`src/rtl/clk_div_prog.sv`:
```
// Programmable glitch-free clock divider: registered divided clock, tick, pending divisor.
// Define CLKDIV_PERIOD_CNT_EN to add the 16-bit completed-period counter port.
module clk_div_prog #(
  parameter int WIDTH       = 16,
  parameter int DEFAULT_DIV = 4
) (
  input  logic             clk,
  input  logic             rst,
  input  logic             en,
  input  logic [WIDTH-1:0] div_in,
  input  logic             div_load,
  output logic             clk_out,
  output logic             tick,
  output logic             pend
`ifdef CLKDIV_PERIOD_CNT_EN
  ,
  output logic [15:0]      period_cnt
`endif
);

  typedef enum logic [1:0] {
    IDLE   = 2'd0,
    RUN    = 2'd1,
    SWITCH = 2'd2
  } state_t;

  localparam logic [WIDTH-1:0] MIN_DIV = WIDTH'(2);
  localparam logic [WIDTH-1:0] RST_DIV = WIDTH'(DEFAULT_DIV);

  state_t           state;
  logic [WIDTH-1:0] cnt;
  logic [WIDTH-1:0] div_cur;
  logic [WIDTH-1:0] div_pend;
  logic [WIDTH-1:0] de;
  logic [WIDTH-1:0] de_m1;
  logic [WIDTH-1:0] half;
  logic [WIDTH-1:0] cnt_nxt;
  logic             wrap;

  // 0 and 1 are clamped so the output always toggles
  assign de      = (div_cur < MIN_DIV) ? MIN_DIV : div_cur;
  assign de_m1   = de - WIDTH'(1);
  assign half    = (de >> 1) + WIDTH'(de[0]);
  assign wrap    = (cnt == de_m1);
  assign cnt_nxt = wrap ? '0 : cnt + WIDTH'(1);

  always_ff @(posedge clk or posedge rst) begin
    if (rst) begin
      state    <= IDLE;
      cnt      <= '0;
      div_cur  <= RST_DIV;
      div_pend <= '0;
      pend     <= 1'b0;
      clk_out  <= 1'b0;
      tick     <= 1'b0;
    end else begin
      if (div_load) begin
        div_pend <= div_in;
        pend     <= 1'b1;
      end
      if (!en) begin
        state <= IDLE;
        tick  <= 1'b0;
      end else begin
        cnt     <= cnt_nxt;
        clk_out <= (cnt_nxt < half);
        tick    <= (cnt_nxt == de_m1);
        // swap only at the period boundary; a load on
        // this same edge stays queued for the next one
        if (wrap && pend) begin
          div_cur <= div_pend;
          if (!div_load) pend <= 1'b0;
          state <= SWITCH;
        end else begin
          state <= RUN;
        end
      end
    end
  end

`ifdef CLKDIV_PERIOD_CNT_EN
  always_ff @(posedge clk or posedge rst) begin
    if (rst) begin
      period_cnt <= '0;
    end else if (en && (cnt_nxt == de_m1)) begin
      period_cnt <= period_cnt + 16'd1;
    end
  end
`endif

endmodule

```
`config.mk`:
```
export PLATFORM = sky130hd
export DESIGN_NAME = clk_div_prog
export DESIGN_NICKNAME = d
export VERILOG_FILES = /design/src/rtl/clk_div_prog.sv
export SDC_FILE = /design/constraint.sdc
export NUM_CORES = 1
export LEC_CHECK = 0
export ABC_AREA = 1
export BUFFER_PORTS_ARGS = -buffer_cell sky130_fd_sc_hd__buf_2
export CAP_MARGIN = 5
export CORE_ASPECT_RATIO = 1.2
export CORE_MARGIN = 5
export CORE_UTILIZATION = 45
export DETAILED_ROUTE_END_ITERATION = 16
export GPL_TIMING_DRIVEN = 1
export PLACE_DENSITY_LB_ADDON = 0.05
export SLEW_MARGIN = 5
export SYNTH_ARGS = -nofsm -noshare
export SYNTH_HDL_FRONTEND = slang
export SYNTH_SLANG_ARGS = --single-unit
```
`constraint.sdc`:
```
create_clock -name clk -period 3.15 [get_ports clk]
set_clock_uncertainty 0.05 [all_clocks]
set_input_delay 0.1575 -clock clk [delete_from_list [all_inputs] [get_ports clk]]
set_output_delay 0.1575 -clock clk [all_outputs]
set_load 0.005 [all_outputs]
```
==> reports/qor.txt <==
CP max stage cell: dfstp_2
Via density: 4.70
outcome: finished with violations
total die area: 10500 um^2
reg-to-reg critical path startpoint: div_cur[2]$_DFFE_PP1P_
Global Route Usage Sum: 20.5%
CP Max Fanout: 5
setup violation total in the final timing report: 2
end of the critical path: clk_out$_DFFE_PP0P_
Fin. Hold Viols: 0
number of global-route vias before repair: 3650
Netlist Area Pre-Place: 3830 um^2
Final min period: 3.45 ns
core box area: 8200 um^2
Worst Path Required: 3.37 ns
syn avg cell area: 7.05 um^2
Synthesized Nets: 582
register area share after synthesis: 33.4%
area delta synth->final: 44.4%
worst setup path start: div_cur[2]$_DFFE_PP1P_
clock root buffer: clkbuf_8
Remaining Overflow, GRT: 0
synth top area cells: dfrtp_1 (33%), nand2_1 (14%), inv_1 (7.5%), xor2_1 (6.6%), ha_1 (6.2%)
Reg clk slew, reported paths: 0.10 ns
Peak VDD IR: 0.393 mV
DR WL/cell: 12.8 um
violated checks: setup timing
total number of vias: 3673
final net count: 705
final WL: 10000 um
f_max: 290 MHz
FF-to-FF End: clk_out$_DFFE_PP0P_
initial antenna violation count: 0
First DRT Iteration DRCs: 108
Reg2Reg Depth: 29
DPL Wire Length: 7500 um
CP Data Arrival Time: 3.67 ns
Site Rows: 36
worst hold path class: in2reg
P_leak: 0.00276 uW
met2 Resource Use GR: 35.1%
period utilisation layout: 110%
Max transition margin: 26.9%
largest area contributor in the netlist: dfrtp_1
setup TNS after final layout: -0.337 ns
Pwr Total: 4600 uW
GRT met3 Usage: 2.78%
grt peak-use layer: met2
TritonCTS Buffers: 5
clk sink count: 51
Yosys cell types: 34
TritonRoute pass-1 iters: 6
DIE WIDTH: 94.2 um
Worst Max-Slew Pin Slew: 1.09 ns
CP peak stage delay: 0.57 ns
IO Pins: 23
Antenna Nets Post-Route: 0
DRC violations left: 0
setup ws final: -0.302 ns
Pins Over Slew Limit: 0
n_diodes: 0
Ys Warns: 0
CTS tree: done
RSZ-0062 raised after global routing: yes
Hold Crit Depth: 3
Register-to-Register Setup Slack: -0.30 ns
Clock H-tree levels: 2
Initial Utilization: 46.7%
Placer Congestion: 0.862
CP Class: reg2reg
CTS Buffer Depth: 2
CP Capture Type: flop
first-pass GRT wire length: 17100 um
Port-buffer cells: 22
Gate Count Post-Synth: 543
share of cells above drive strength 1: 34.6%
largest net degree at the start of global routing: 52
Clock Latency Late Sink: 0.32 ns
M1 GR Usage: 26.6%
Synth Register Bits: 51
max-cap violations: 0
Synth top area share: 32.7%
CP Launch Type: flop
die height: 111 um
Power Density: 832 nW/um^2
through the flow:
stage	area (um^2)	worst slack, ns	hold WS [ns]	utilization, %	cells
finish	5530	-0.302	0.0229	67.4	781
global route	5530	-0.573	0.0234	67.4	781
CTS	5300	-0.357	0.0216	64.7	774
detailed placement	4710	-0.612	0.318	57.4	740
global placement	4710	-0.596	0.314	57.4	740
floorplan	3970	-0.174	0.215	-	543
critical path: cells and delay by family (launching register included):
kind                     cells  cell delay, ns
AO/OA/AOI/OAI                2            0.30
XOR/XNOR                     1            0.22
adder cells (fa/ha/maj)      2            0.43
buffers and inverters        5            0.37
flip-flops                   1            0.57
AND/OR/NAND/NOR             19            1.44
sequential cells by signal, indices dropped and copies added (netlist names):
name	cells
pend	1
div_pend	16
cnt	16
div_cur	16
tick	1
clk_out	1
where the power goes:
group          total (uW)  internal (uW)  leakage [uW]  switching, uW
clock network         410            161     0.0000489            248
logic                3300           1530       0.00205           1770
registers             886            765      0.000660            121
total                4600           2460       0.00276           2140
per-layer routing:
metal | vias up | part of all wire [%]
met1 | 1665 | 44
li1 | 1944 | -
met2 | 47 | 51
met4 | 0 | 2.3
met3 | 17 | 2.6
met5 | - | 0
cell families after synthesis:
logic type | share of synthesized area (%)
AO/OA/AOI/OAI | 10.6
adder cells (fa/ha/maj) | 6.21
AND/OR/NAND/NOR | 30.3
buffers and inverters | 10.8
flip-flops | 33.4
XOR/XNOR | 8.69
repair_timing:
item                                    CTS  global route
cloned                                    2             0
hold buffers                             14             0
endpoints found under the setup margin   18            20
buffers inserted                         13            10
endpoints found under the hold margin    14             0
pin swaps                                32            37
gates resized for setup                  49            32
final cells by class:
class | count | area [um^2]
clock buffer | 5 | 68.8
clock inverter | 3 | 22.5
fill | 694 | 2670
inverter | 84 | 320
multi-input combinational | 390 | 2620
sequential | 51 | 1280
tap | 114 | 143
timing repair buffer | 134 | 1070
how the worst min path moves through the flow:
stage | from | end | slack [ns]
floorplan | div_load | div_pend[12]$_DFFE_PP0P_ | 0.21
global placement | div_in[3] | div_pend[3]$_DFFE_PP0P_ | 0.31
detailed placement | div_in[12] | div_pend[12]$_DFFE_PP0P_ | 0.32
CTS | div_in[6] | div_pend[6]$_DFFE_PP0P_ | 0.02
global route | div_in[6] | div_pend[6]$_DFFE_PP0P_ | 0.02
finish | div_in[6] | div_pend[6]$_DFFE_PP0P_ | 0.02
cell usage in the layout, fill, tap and decap left out, types with 3 or more instances in the layout:
master and count:
nor2_1 32, a21oi_1 5, nand3_1 20, buf_6 4, nand3_4 4, o21ai_0 42
nor3_2 3, nand2_2 15, a21oi_2 3, nand2_4 11, nor2_4 12, buf_2 22
nand4_1 6, dfrtp_1 50, xnor2_1 7, ha_1 9, inv_2 13, xor2_1 24
xor2_4 3, nand3_2 7, inv_1 67, nor2_2 6, nor3_1 3, o21ai_1 20
buf_4 89, nand2_1 126, ha_4 10, clkbuf_8 5, dlygate4sd3_1 14
cells in the mapped netlist:
cell      instances
nand3_1          28
nor2_4            3
dfrtp_1          50
or2_2             2
clkinv_1          2
inv_2             5
buf_6             3
dfstp_2           1
o22ai_1           1
and3_1            2
o21ai_1          21
ha_1             19
or2_1             1
xor2_1           29
nand3_2           1
nand4_1           6
a21oi_1           8
nor4_1            1
a211oi_1          2
o21ai_0          43
nor3_1            8
nand3b_1          2
buf_2             8
inv_1            77
nor2_2           12
o21bai_1          2
nand2_2           5
clkbuf_1          7
nand2_1         144
nor2_1           35
nand3_4           2
nand2_4           3
o211ai_1          1
xnor2_1           9
Power figures use the tool's default switching activity.
